### src/rtl/audio_i2s_port.sv
// I2S bridge to a WM8731-class codec (codec is bus master), fully in the clk_clk domain.
// Receives ADC left/right pairs, and serialises DAC pairs taken over a valid/ready handshake.
module audio_i2s_port #(
    parameter int unsigned DATA_WIDTH = 16
) (
    input  logic                  clk_clk,
    input  logic                  reset_reset,
    input  logic                  AUD_BCLK,
    input  logic                  AUD_ADCLRCK,
    input  logic                  AUD_DACLRCK,
    input  logic                  AUD_ADCDAT,
    output logic                  AUD_DACDAT,
    output logic [DATA_WIDTH-1:0] adc_left,
    output logic [DATA_WIDTH-1:0] adc_right,
    output logic                  adc_valid,
    input  logic [DATA_WIDTH-1:0] dac_left,
    input  logic [DATA_WIDTH-1:0] dac_right,
    input  logic                  dac_valid,
    output logic                  dac_ready,
    output logic                  dac_underrun,
    input  logic                  underrun_clear
);

    localparam int unsigned CW = $clog2(DATA_WIDTH + 1);
    localparam logic [CW-1:0] CNT_FULL = CW'(DATA_WIDTH);
    localparam logic [CW-1:0] CNT_LAST = CW'(DATA_WIDTH - 1);

    // Synchroniser bit order: {ADCDAT, DACLRCK, ADCLRCK, BCLK}
    logic [3:0]            sync1_q, sync2_q;
    logic                  bclk_prev_q, bclk_prev_d;
    logic                  bclk_rise_q, bclk_rise_d;
    logic                  bclk_fall_q, bclk_fall_d;

    logic                  adc_lrck_prev_q, adc_lrck_prev_d;
    logic                  dac_lrck_prev_q, dac_lrck_prev_d;
    logic                  rx_armed_q, rx_armed_d;
    logic [CW-1:0]         rx_cnt_q, rx_cnt_d;
    logic [DATA_WIDTH-1:0] rx_shift_q, rx_shift_d;
    logic [DATA_WIDTH-1:0] left_buf_q, left_buf_d;
    logic                  left_ok_q, left_ok_d;
    logic [DATA_WIDTH-1:0] adc_left_q, adc_left_d;
    logic [DATA_WIDTH-1:0] adc_right_q, adc_right_d;
    logic                  adc_valid_q, adc_valid_d;

    logic [DATA_WIDTH-1:0] hold_l_q, hold_l_d;
    logic [DATA_WIDTH-1:0] hold_r_q, hold_r_d;
    logic                  hold_full_q, hold_full_d;
    logic [DATA_WIDTH-1:0] tx_r_q, tx_r_d;
    logic [DATA_WIDTH-1:0] tx_shift_q, tx_shift_d;
    logic [CW-1:0]         tx_cnt_q, tx_cnt_d;
    logic                  dacdat_q, dacdat_d;
    logic                  underrun_q, underrun_d;

    logic                  bclk_s, adclrck_s, daclrck_s, adcdat_s;
    logic [DATA_WIDTH-1:0] rx_word;
    logic                  frame_load, underrun_set, accept;

    assign bclk_s    = sync2_q[0];
    assign adclrck_s = sync2_q[1];
    assign daclrck_s = sync2_q[2];
    assign adcdat_s  = sync2_q[3];
    assign rx_word   = {rx_shift_q[DATA_WIDTH-2:0], adcdat_s};
    assign accept    = dac_valid && !hold_full_q;

    always_comb begin
        bclk_prev_d     = bclk_s;
        bclk_rise_d     = bclk_s && !bclk_prev_q;
        bclk_fall_d     = !bclk_s && bclk_prev_q;
        adc_lrck_prev_d = adc_lrck_prev_q;
        dac_lrck_prev_d = dac_lrck_prev_q;
        rx_armed_d      = rx_armed_q;
        rx_cnt_d        = rx_cnt_q;
        rx_shift_d      = rx_shift_q;
        left_buf_d      = left_buf_q;
        left_ok_d       = left_ok_q;
        adc_left_d      = adc_left_q;
        adc_right_d     = adc_right_q;
        adc_valid_d     = 1'b0;
        hold_l_d        = hold_l_q;
        hold_r_d        = hold_r_q;
        hold_full_d     = hold_full_q;
        tx_r_d          = tx_r_q;
        tx_shift_d      = tx_shift_q;
        tx_cnt_d        = tx_cnt_q;
        dacdat_d        = dacdat_q;
        frame_load      = 1'b0;
        underrun_set    = 1'b0;

        if (bclk_rise_q) begin
            adc_lrck_prev_d = adclrck_s;
            dac_lrck_prev_d = daclrck_s;

            // No bits are counted until the first LRCK edge after reset, so a word
            // cut by reset release can never be mistaken for a complete one.
            if (adclrck_s != adc_lrck_prev_q) begin
                rx_cnt_d   = '0;
                rx_armed_d = 1'b1;
            end else if (rx_armed_q && (rx_cnt_q < CNT_FULL)) begin
                rx_shift_d = rx_word;
                rx_cnt_d   = rx_cnt_q + 1'b1;
                if (rx_cnt_q == CNT_LAST) begin
                    if (!adclrck_s) begin
                        left_buf_d = rx_word;
                        left_ok_d  = 1'b1;
                    end else if (left_ok_q) begin
                        adc_left_d  = left_buf_q;
                        adc_right_d = rx_word;
                        adc_valid_d = 1'b1;
                        left_ok_d   = 1'b0;
                    end
                end
            end

            // tx_shift holds the word being sent; the left word goes straight from hold.
            if (daclrck_s != dac_lrck_prev_q) begin
                tx_cnt_d = '0;
                if (!daclrck_s) begin
                    frame_load = 1'b1;
                    if (hold_full_q) begin
                        tx_shift_d = hold_l_q;
                        tx_r_d     = hold_r_q;
                    end else begin
                        tx_shift_d   = '0;
                        tx_r_d       = '0;
                        underrun_set = 1'b1;
                    end
                end else begin
                    tx_shift_d = tx_r_q;
                end
            end
        end

        if (bclk_fall_q) begin
            if (tx_cnt_q < CNT_FULL) begin
                dacdat_d   = tx_shift_q[DATA_WIDTH-1];
                tx_shift_d = {tx_shift_q[DATA_WIDTH-2:0], 1'b0};
                tx_cnt_d   = tx_cnt_q + 1'b1;
            end else begin
                dacdat_d = 1'b0;
            end
        end

        if (accept) begin
            hold_l_d    = dac_left;
            hold_r_d    = dac_right;
            hold_full_d = 1'b1;
        end else if (frame_load && hold_full_q) begin
            hold_full_d = 1'b0;
        end

        if (underrun_set) begin
            underrun_d = 1'b1;
        end else if (underrun_clear) begin
            underrun_d = 1'b0;
        end else begin
            underrun_d = underrun_q;
        end
    end

    always_ff @(posedge clk_clk or posedge reset_reset) begin
        if (reset_reset) begin
            sync1_q         <= '0;
            sync2_q         <= '0;
            bclk_prev_q     <= 1'b0;
            bclk_rise_q     <= 1'b0;
            bclk_fall_q     <= 1'b0;
            adc_lrck_prev_q <= 1'b0;
            dac_lrck_prev_q <= 1'b0;
            rx_armed_q      <= 1'b0;
            rx_cnt_q        <= '0;
            rx_shift_q      <= '0;
            left_buf_q      <= '0;
            left_ok_q       <= 1'b0;
            adc_left_q      <= '0;
            adc_right_q     <= '0;
            adc_valid_q     <= 1'b0;
            hold_l_q        <= '0;
            hold_r_q        <= '0;
            hold_full_q     <= 1'b0;
            tx_r_q          <= '0;
            tx_shift_q      <= '0;
            tx_cnt_q        <= '0;
            dacdat_q        <= 1'b0;
            underrun_q      <= 1'b0;
        end else begin
            sync1_q         <= {AUD_ADCDAT, AUD_DACLRCK, AUD_ADCLRCK, AUD_BCLK};
            sync2_q         <= sync1_q;
            bclk_prev_q     <= bclk_prev_d;
            bclk_rise_q     <= bclk_rise_d;
            bclk_fall_q     <= bclk_fall_d;
            adc_lrck_prev_q <= adc_lrck_prev_d;
            dac_lrck_prev_q <= dac_lrck_prev_d;
            rx_armed_q      <= rx_armed_d;
            rx_cnt_q        <= rx_cnt_d;
            rx_shift_q      <= rx_shift_d;
            left_buf_q      <= left_buf_d;
            left_ok_q       <= left_ok_d;
            adc_left_q      <= adc_left_d;
            adc_right_q     <= adc_right_d;
            adc_valid_q     <= adc_valid_d;
            hold_l_q        <= hold_l_d;
            hold_r_q        <= hold_r_d;
            hold_full_q     <= hold_full_d;
            tx_r_q          <= tx_r_d;
            tx_shift_q      <= tx_shift_d;
            tx_cnt_q        <= tx_cnt_d;
            dacdat_q        <= dacdat_d;
            underrun_q      <= underrun_d;
        end
    end

    assign AUD_DACDAT   = dacdat_q;
    assign adc_left     = adc_left_q;
    assign adc_right    = adc_right_q;
    assign adc_valid    = adc_valid_q;
    assign dac_ready    = !hold_full_q;
    assign dac_underrun = underrun_q;

endmodule

### config.mk
export PLATFORM = sky130hd
export DESIGN_NAME = audio_i2s_port
export DESIGN_NICKNAME = d
export VERILOG_FILES = /design/src/rtl/audio_i2s_port.sv
export SDC_FILE = /design/constraint.sdc
export NUM_CORES = 1
export LEC_CHECK = 0
export BUFFER_PORTS_ARGS = -buffer_cell sky130_fd_sc_hd__buf_4
export CAP_MARGIN = 15
export CORE_ASPECT_RATIO = 0.6
export CORE_MARGIN = 2
export CORE_UTILIZATION = 35
export CTS_CLUSTER_SIZE = 24
export DETAILED_ROUTE_END_ITERATION = 6
export HOLD_SLACK_MARGIN = 0.05
export PLACE_DENSITY = 0.63
export SLEW_MARGIN = 30
export SYNTH_ARGS = -nofsm -noshare
export SYNTH_HDL_FRONTEND = slang
export SYNTH_SLANG_ARGS = --single-unit
### constraint.sdc
create_clock -name clk_clk -period 4.38 [get_ports clk_clk]
set_input_delay 0 -clock clk_clk [delete_from_list [all_inputs] [get_ports clk_clk]]
set_output_delay 0 -clock clk_clk [all_outputs]
set_load 0.05 [all_outputs]
==> implementation parameters, run 1 <==
Parameter                              Value

Place
  Post-placement cell area    7130 sq um
  Worst-case setup slack after placement    1.21 ns
  Last weighted congestion value of the routability-driven placer    0.759
  IO buf count    75
  Number of placed instances with taps included    792
  Total half-perimeter wirelength after legalization and detailed placement    8710 um

Yosys
  Synth Register Bits    156
  Share of synthesized flip-flops with an asynchronous set or reset    1.00
  Most instantiated flip-flop cell in the synthesis netlist    sky130_fd_sc_hd__dfrtp_1
  Most frequent cells after synthesis    156 x sky130_fd_sc_hd__dfrtp_1, 83 x sky130_fd_sc_hd__mux2_2, 72 x sky130_fd_sc_hd__nand2_1
  Total nets after synthesis    549
  Instance count of the mapped netlist    503
  Biggest area consumer among synthesized cells    sky130_fd_sc_hd__dfrtp_1
  Number of flops mapped to enable cells by yosys    0
  Library cell with the highest instance count after synthesis    sky130_fd_sc_hd__dfrtp_1
  Sequential cell area fraction in the yosys report    0.617
  Synth area leaders    sky130_fd_sc_hd__dfrtp_1 62%, sky130_fd_sc_hd__mux2_2 15%, sky130_fd_sc_hd__nand2_1 4.3%
  Distinct cell type count after synthesis    34
  Mapped cell area    6330 sq um
  YS warnings    0
  Mean instance size in the synthesized netlist    12.6 sq um
  Synth top area share    0.617

Timing
  Slew HR    0.412
  Final setup viols    0
  Transition time at the pin with the least slew margin    0.878 ns
  Clk_skew    0.0220 ns
  Period utilisation layout    0.706
  Maximum achievable frequency    0.324 GHz
  Slew Limit Fails    0
  Least setup slack across all paths after layout    1.29 ns
  Final setup TNS    0 ns
  Post-layout min period    3.09 ns
  RSZ-0062 raised after global routing    false
  Final Hold Viols    0

Floorplan
  Row count    38
  Die area    19200 sq um
  Die height    108 um
  Core Area    17900 sq um
  Horizontal die dimension    178 um
  Count of pins on the block boundary    76
  Effective utilization at floorplan    0.354

Power and ir drop
  Combinational share of power    0.152
  Power spent charging and discharging nets    1.14 mW
  Switching part of the total power    0.284
  Maximum ir drop on the vdd rail    232 uV
  Static leakage power    3.89 nW
  Clock network power share    0.354
  Part of the power in registers    0.494
  Power density relative to cell area    495 nW/um^2
  Internal power    2.87 mW

Routing
  First-pass DRT Iterations    4
  WL/cell    14.9 um
  Number of antenna-violating nets in the routed design    0
  Via density per instance    4.74
  Via count    4089
  Number of violations reported at the end of detailed-routing iteration 0    312
  Routed WL    12800 um
  Number of remaining DRC errors    0

Worst setup path
  Ordered cell list for the critical path    inv_1, ha_1, or3b_2, or3_1, o221ai_1
  Critical Path AT    3.41 ns
  Data required, critical path    4.69 ns
  Critical path class    reg2reg
  CP Launch Type    flip-flop
  Critical path's largest stage delay    0.76 ns
  Maximum fanout count along the critical path    34
  Slowest stage cell, crit path    sky130_fd_sc_hd__or3b_2
  Kind of end point of the critical path    flip-flop

Layout
  Inserted Diodes    0
  Synth-to-Final Area Change    27.8%
  Post-layout nets    656
  Fraction of final layout cells sized beyond drive strength 1    0.339
  Final std cells w/o fill    863
  Area of all placed cells without fillers    8090 sq um
  Fin util    0.453

CTS
  Clock latency reported for the late side of the worst-skew pair    0.43 ns
  Clock tree from TritonCTS    built
  Clock root cell    sky130_fd_sc_hd__clkbuf_16
  Number of buffers created by CTS    17
  Maximum clock insertion buffer count    2
  Clock-pin slew on the worst setup and hold paths    0.06 ns
  Deepest level of the CTS H-tree    4
  Clock Sink Count    156

Hold path
  Class of the worst hold path    in2reg

Run status
  Outcome    completed

Global route
  Aggregate global-route resource usage    0.145
  Number of antenna violations at the first check in global routing    0
  Pin count of the biggest net entering global routing    113
  Via count of the first global-routing pass    4143
  Final global-route overflow total    0
  Global-route wire length before repair    21500 um

Run
  Maximum capacitance violations    0
-- worst max-delay path: cells and delay by family (launching register included) --
kind | cells | cell delay [ns]
simple gates | 2 | 1.50
flops | 1 | 0.60
fa+ha+maj | 1 | 0.47
compound gates | 1 | 0.31
buf+inv | 1 | 0.12
-- state kept, by name, summed over array words and instances, names as in the netlist --
| signal | flops |
|---|---|
| bclk_fall_q | 1 |
| adc_right | 16 |
| left_ok_q | 1 |
| bclk_rise_q | 1 |
| dac_lrck_prev_q | 1 |
| hold_full_q | 1 |
| tx_r_q | 16 |
| rx_shift_q | 15 |
| adc_lrck_prev_q | 1 |
| bclk_prev_q | 1 |
| hold_r_q | 16 |
| sync1_q | 4 |
| adc_left | 16 |
| rx_armed_q | 1 |
| rx_cnt_q | 5 |
| adc_valid | 1 |
| dac_underrun | 1 |
| left_buf_q | 16 |
| tx_cnt_q | 5 |
| sync2_q | 4 |
| tx_shift_q | 16 |
| hold_l_q | 16 |
| AUD_DACDAT | 1 |
-- per-stage QoR --
step / hold WS [ns] / power [mW]
2_1_floorplan: 0.0314 / 2.37
3_3_place_gp: 0.110 / 2.54
3_5_place_dp: 0.110 / 2.59
4_1_cts: 0.215 / 4.05
5_1_grt: 0.212 / 4.25
6_report: 0.231 / 4.01
-- layer usage --
metal	track usage	wire length, um	vias to the layer above	share of wire
met5	0	0	-	0
met4	0.0316	42	0	0.0033
met3	0.0436	406	2	0.032
met2	0.200	5450	58	0.43
met1	0.222	6920	2057	0.54
li1	-	-	1972	-
-- area by class of cell --
class	count	area, sq um
Clock inverter	14	134
Fill cell	1682	9780
Sequential cell	156	3900
Tap cell	240	300
Timing Repair Buffer	120	998
Inverter	26	105
Clock buffer	18	439
Multi-Input combinational cell	289	2210
-- power by group through the flow --
stage | logic, mW | registers [mW] | clock network [mW]
after floorplan | 0.452 | 1.91 | 0
after global placement | 0.558 | 1.98 | 0
after detailed placement | 0.590 | 2.00 | 0
after CTS | 0.620 | 1.98 | 1.46
after global routing | 0.701 | 2.02 | 1.53
final | 0.610 | 1.98 | 1.42
-- kinds of logic after synthesis --
group,after synthesis,share of synthesized area
DFF,156,0.617
adders and majority gates,6,0.0119
and+or+nand+nor,118,0.0980
muxes,86,0.153
buffers and inverters,58,0.0372
AOI/OAI and AO/OA,79,0.0838
-- worst paths after layout --
check                                  from             to  slack (ns)  cells after the start
max in group asynchronous       reset_reset     rx_armed_q        3.01                      4
worst min register to register   sync1_q[3]     sync2_q[3]        0.35                      0
worst max-delay path             sync2_q[2]  tx_shift_q[1]        1.29                      5
worst max register to register   sync2_q[2]  tx_shift_q[1]        1.29                      5
min in group asynchronous       reset_reset    adc_left[1]        0.28                      3
worst min-delay path            AUD_ADCLRCK     sync1_q[1]        0.23                      2
-- repair_timing --
item / CTS / global route
endpoints found under the hold margin: 149 / 0
resized for setup: 0 / 0
hold buffers: 39 / 0
setup buffers: 0 / 0
-- placed cells by master (no fill, tap or decap), drive strengths merged, types with 8 or more instances in the layout --
cell type and n:
dfrtp 156, mux2 84, buf 81, nand2 72, dlygate4sd3 39, o21ai 37
inv 32, a21oi 18, clkbuf 18, and4b 15, o221ai 15, nor2b 8
No activity file was read; power rests on OpenSTA's default activity.
==> run 2, diff against run 1 <==
clock period = 2.6 ns   (was 4.38 ns; I/O delays follow)
==> run 2 against run 1 <==
Effect of this change:
- die area stayed put
- global-route usage down 0.068 points
- clock skew down 0.014 ns
- via count grew 1.8%
==> implementation parameters, run 2 (same netlist as run 1, synthesis figures left out) <==
Parameter                              Value

Floorplan
  Core Area    17900 sq um
  Die height    108 um
  Horizontal die dimension    178 um
  Die area    19200 sq um
  Row count    38
  Count of pins on the block boundary    76
  Effective utilization at floorplan    0.354

CTS
  Clock root cell    sky130_fd_sc_hd__clkbuf_16
  Post-CTS setup repair buffer count    0
  Deepest level of the CTS H-tree    4
  Clock latency reported for the late side of the worst-skew pair    0.42 ns
  Maximum clock insertion buffer count    2
  Clock tree from TritonCTS    built
  Number of gates resized after cts    0
  Number of buffers created by CTS    17
  Clock-pin slew on the worst setup and hold paths    0.06 ns
  Clock Sink Count    156
  Count of hold buffers inserted by post-cts repair    39

Worst setup path
  Critical path class    reg2reg
  Crit. Startpoint    sync2_q[2]
  Maximum fanout count along the critical path    15
  End of the worst register-to-register path    tx_shift_q[4]
  Capturing element of the worst setup path    tx_shift_q[4]
  Critical Path AT    2.51 ns
  Setup slack of the worst register-to-register path    0.42 ns
  Launch point of the worst reg-to-reg path    sync2_q[2]
  Data required, critical path    2.92 ns
  CP Launch Type    flip-flop
  Number of cells on the worst reg-to-reg path    5
  Kind of end point of the critical path    flip-flop

Layout
  Most frequent cells in the layout    156 x sky130_fd_sc_hd__dfrtp_1, 85 x sky130_fd_sc_hd__buf_4, 83 x sky130_fd_sc_hd__mux2_2
  Fraction of final layout cells sized beyond drive strength 1    0.341
  Filler cells    1656
  Post-layout nets    662
  Commonest non-fill, non-tap cell in the layout    sky130_fd_sc_hd__dfrtp_1
  Synth-to-Final Area Change    29.7%
  Inserted Diodes    0

Place
  Total half-perimeter wirelength after legalization and detailed placement    8690 um
  Last weighted congestion value of the routability-driven placer    0.796
  IO buf count    75
  Worst-case setup slack after placement    0.435 ns

Hold path
  Class of the worst hold path    in2async

Power and ir drop
  Static leakage power    3.95 nW
  Maximum ir drop on the vdd rail    422 uV
  Power density relative to cell area    854 nW/um^2

Timing
  Least setup slack across all paths after layout    0.415 ns
  Final setup viols    0
  Slew HR    0.493
  Transition time at the pin with the least slew margin    0.760 ns
  Clk_skew    0.00793 ns
  Final Hold Viols    0
  Period utilisation layout    0.840
  Final setup TNS    0 ns
  Maximum achievable frequency    0.458 GHz
  RSZ-0062 raised after global routing    false
  Slew Limit Fails    0
  Post-layout min period    2.18 ns

Routing
  Number of antenna-violating nets in the routed design    0
  First-pass DRT Iterations    6
  WL/cell    15.1 um
  Via density per instance    4.80
  Via count    4162
  Number of violations reported at the end of detailed-routing iteration 0    311
  Routed WL    13100 um
  Number of remaining DRC errors    0

Run status
  Outcome    completed

Global route
  Aggregate global-route resource usage    0.144
  Via count of the first global-routing pass    4035
  Pin count of the biggest net entering global routing    97
  Final global-route overflow total    0
  Global-route wire length before repair    21300 um
  Number of antenna violations at the first check in global routing    0

Run
  Maximum capacitance violations    0
-- run 2: cell type report --
type	instances	area (sq um)	share of cell area
sequential	156	3900	0.475
clock inverter	13	200	0.0244
clock buffer	17	425	0.0518
inverter	26	101	0.0123
tap	240	300	0.0366
timing repair buffer	126	1070	0.130
multi-input combinational	289	2210	0.269
-- run 2: metal layers --
layer / up-vias / track usage / share of wire
met3: 8 / 0.0362 / 0.040
met1: 2096 / 0.219 / 0.53
li1: 1985 / - / -
met4: 0 / 0.0521 / 0.011
met5: - / 0 / 0
met2: 73 / 0.198 / 0.42
-- run 2: worst min path at each step --
stage / startpoint / to / slack [ns] / depth (start not counted)
2_1_floorplan: AUD_BCLK / sync1_q[0] / 0.03 / 0
3_3_place_gp: reset_reset / adc_left[13] / -0.03 / 2
3_5_place_dp: reset_reset / left_buf_q[13] / -0.04 / 2
4_1_cts: reset_reset / left_buf_q[11] / 0.09 / 3
5_1_grt: reset_reset / adc_left[12] / 0.10 / 3
6_report: reset_reset / left_buf_q[11] / 0.09 / 3
-- run 2: where the power goes --
part           internal, mW  total [mW]  switching (mW)
logic                 0.534        1.05           0.519
clock network          1.68        2.64           0.952
registers              2.95        3.32           0.369
total                  5.17        7.01            1.84
-- run 2: worst max-delay path: stages, from the launching register on --
cell and delay [ns]:
sky130_fd_sc_hd__dfrtp_1 0.34, sky130_fd_sc_hd__inv_1 0.06, sky130_fd_sc_hd__ha_1 0.30, sky130_fd_sc_hd__or3b_1 0.39, sky130_fd_sc_hd__or3_1 0.67, sky130_fd_sc_hd__o221ai_1 0.32
-- run 2: per-stage QoR --
stage / cell area (sq um) / total power, mW / cells / util / hold slack (ns)
floorplan: 6330 / 3.99 / 503 / - / 0.0314
global route: 8210 / 7.39 / 867 / 0.459 / 0.103
finish: 8210 / 7.01 / 867 / 0.459 / 0.0946
detailed placement: 7200 / 4.37 / 798 / 0.403 / -0.0384
global placement: 7200 / 4.29 / 798 / 0.403 / -0.0345
CTS: 8210 / 7.08 / 867 / 0.459 / 0.0894
==> run 3, diff against run 2 <==
clock period = 1.9 ns   (was 2.6 ns; I/O delays follow)
==> run 3 against run 2 <==
Effect of this change:
- die area stayed put
- via count is 2.0% higher
- hold slack better by 0.038 ns
- fmax is 17% higher
- flip-flop and latch count stayed put
- critical path type unchanged
- highest routed layer unchanged
==> implementation parameters, run 3 (same netlist as run 1, synthesis figures left out) <==
Parameter                              Value

Floorplan
  Core Area    17900 sq um
  Effective utilization at floorplan    0.354
  Horizontal die dimension    178 um
  Count of pins on the block boundary    76
  Die area    19200 sq um
  Row count    38
  Die height    108 um

Routing
  Number of antenna-violating nets in the routed design    0
  First-pass DRT Iterations    5
  Routed WL    13800 um
  Via count    4246
  WL/cell    15.7 um
  Via density per instance    4.81
  Number of remaining DRC errors    0
  Number of violations reported at the end of detailed-routing iteration 0    270

Timing
  Maximum achievable frequency    0.535 GHz
  Worst hold slack    0.133 ns
  Final setup TNS    0 ns
  Clk_skew    0.0117 ns
  Transition time at the pin with the least slew margin    0.420 ns
  Final Hold Viols    0
  Period utilisation layout    0.984
  Slew HR    0.720
  Least setup slack across all paths after layout    0.0313 ns
  Slew Limit Fails    0
  Final setup viols    0
  Post-layout min period    1.87 ns

CTS
  Clock Sink Count    156
  Clock tree from TritonCTS    built
  Clock-pin slew on the worst setup and hold paths    0.07 ns
  Deepest level of the CTS H-tree    4
  Maximum clock insertion buffer count    2
  Clock latency reported for the late side of the worst-skew pair    0.42 ns
  Number of buffers created by CTS    17
  Clock root cell    sky130_fd_sc_hd__clkbuf_16

Worst setup path
  Worst path depth    7
  Crit. Startpoint    sync2_q[1]
  Maximum fanout count along the critical path    9
  Worst Path Buf+Inv    3
  Number of cells on the worst reg-to-reg path    7
  Kind of end point of the critical path    flip-flop
  Slowest stage cell, crit path    sky130_fd_sc_hd__dfrtp_1
  CP Launch Type    flip-flop
  Ordered cell list for the critical path    inv_1, ha_4, nor4bb_4, buf_4, buf_12, nand2_1, mux2_2
  Critical Path AT    2.17 ns
  Critical path's largest stage delay    0.41 ns
  Launch point of the worst reg-to-reg path    sync2_q[1]
  Top delay family on crit path    buffers and inverters
  Critical path class    reg2reg
  Data required, critical path    2.20 ns

Place
  Number of placed instances with taps included    805
  Total half-perimeter wirelength after legalization and detailed placement    9140 um
  Post-placement cell area    7310 sq um
  Worst-case setup slack after placement    0.0552 ns
  Last weighted congestion value of the routability-driven placer    0.809
  IO buf count    75

Layout
  Post-layout nets    675
  Commonest non-fill, non-tap cell in the layout    sky130_fd_sc_hd__dfrtp_1
  Synth-to-Final Area Change    32.7%
  Fin util    0.470
  Inserted Diodes    0
  Final std cells w/o fill    882
  Multi-input gate area in the final layout    2260 sq um
  Area of all placed cells without fillers    8400 sq um
  Register cell area after layout    3900 sq um
  Fraction of final layout cells sized beyond drive strength 1    0.366
  Filler cells    1648
  Most frequent cells in the layout    156 x sky130_fd_sc_hd__dfrtp_1, 90 x sky130_fd_sc_hd__buf_4, 83 x sky130_fd_sc_hd__mux2_2

Power and ir drop
  Static leakage power    4.03 nW
  Combinational share of power    0.166
  Power density relative to cell area    1120 nW/um^2
  Total power after layout    9.40 mW
  Internal power    6.76 mW
  Part of the power in registers    0.482
  Switching part of the total power    0.281
  Power spent charging and discharging nets    2.64 mW
  Maximum ir drop on the vdd rail    452 uV
  Clock network power share    0.352

Hold path
  Class of the worst hold path    in2async

Global route
  Global-route wire length before repair    22000 um
  Via count of the first global-routing pass    4206
  Final global-route overflow total    0
  Aggregate global-route resource usage    0.149
  Pin count of the biggest net entering global routing    69
  Number of antenna violations at the first check in global routing    0

Run status
  Outcome    completed

Run
  Maximum capacitance violations    0
-- run 3: layout make-up --
| class | instances | share of cell area |
|---|---|---|
| Sequential cell | 156 | 0.464 |
| Multi-Input combinational cell | 289 | 0.269 |
| Timing Repair Buffer | 139 | 0.150 |
| Clock buffer | 21 | 0.0560 |
| Tap cell | 240 | 0.0357 |
| Clock inverter | 11 | 0.0130 |
| Inverter | 26 | 0.0124 |
-- run 3: per-layer routing --
metal	wire length [um]	GRT usage	share of wire	vias up
li1	-	-	-	1998
met1	7110	0.224	0.52	2155
met2	5920	0.208	0.43	84
met3	671	0.0415	0.049	9
met4	101	0.0404	0.0073	0
met5	0	0	0	-
-- run 3: timing repair --
item | CTS | global route
endpoints found under the setup margin | 0 | 69
setup buffers | 0 | 4
gates resized for setup | 0 | 8
hold buffers | 39 | 0
hold endpoints to repair | 194 | 0
-- run 3: worst register-to-register path, stage by stage, from the launching register on --
cell	delay (ns)
sky130_fd_sc_hd__dfrtp_1	0.41
sky130_fd_sc_hd__inv_1	0.13
sky130_fd_sc_hd__ha_4	0.23
sky130_fd_sc_hd__nor4bb_4	0.33
sky130_fd_sc_hd__buf_4	0.18
sky130_fd_sc_hd__buf_12	0.13
sky130_fd_sc_hd__nand2_1	0.07
sky130_fd_sc_hd__mux2_2	0.29
-- run 3: path summary, 6_finish.rpt --
path / slack (ns) / endpoint
min in group clk_clk: 0.24 / sync1_q[3]
worst min register to register: 0.35 / sync2_q[0]
worst max-delay path: 0.03 / left_ok_q
worst max register to register: 0.03 / left_ok_q
max in group asynchronous: 1.09 / hold_l_q[3]
worst min-delay path: 0.13 / hold_r_q[7]
-- run 3: power by group through the flow --
stage | Combinational (mW) | Clock [mW] | Sequential (mW)
global route | 1.76 | 3.54 | 4.62
detailed placement | 1.46 | 0 | 4.58
floorplan | 1.06 | 0 | 4.41
CTS | 1.52 | 3.37 | 4.52
finish | 1.56 | 3.31 | 4.53
global placement | 1.36 | 0 | 4.54
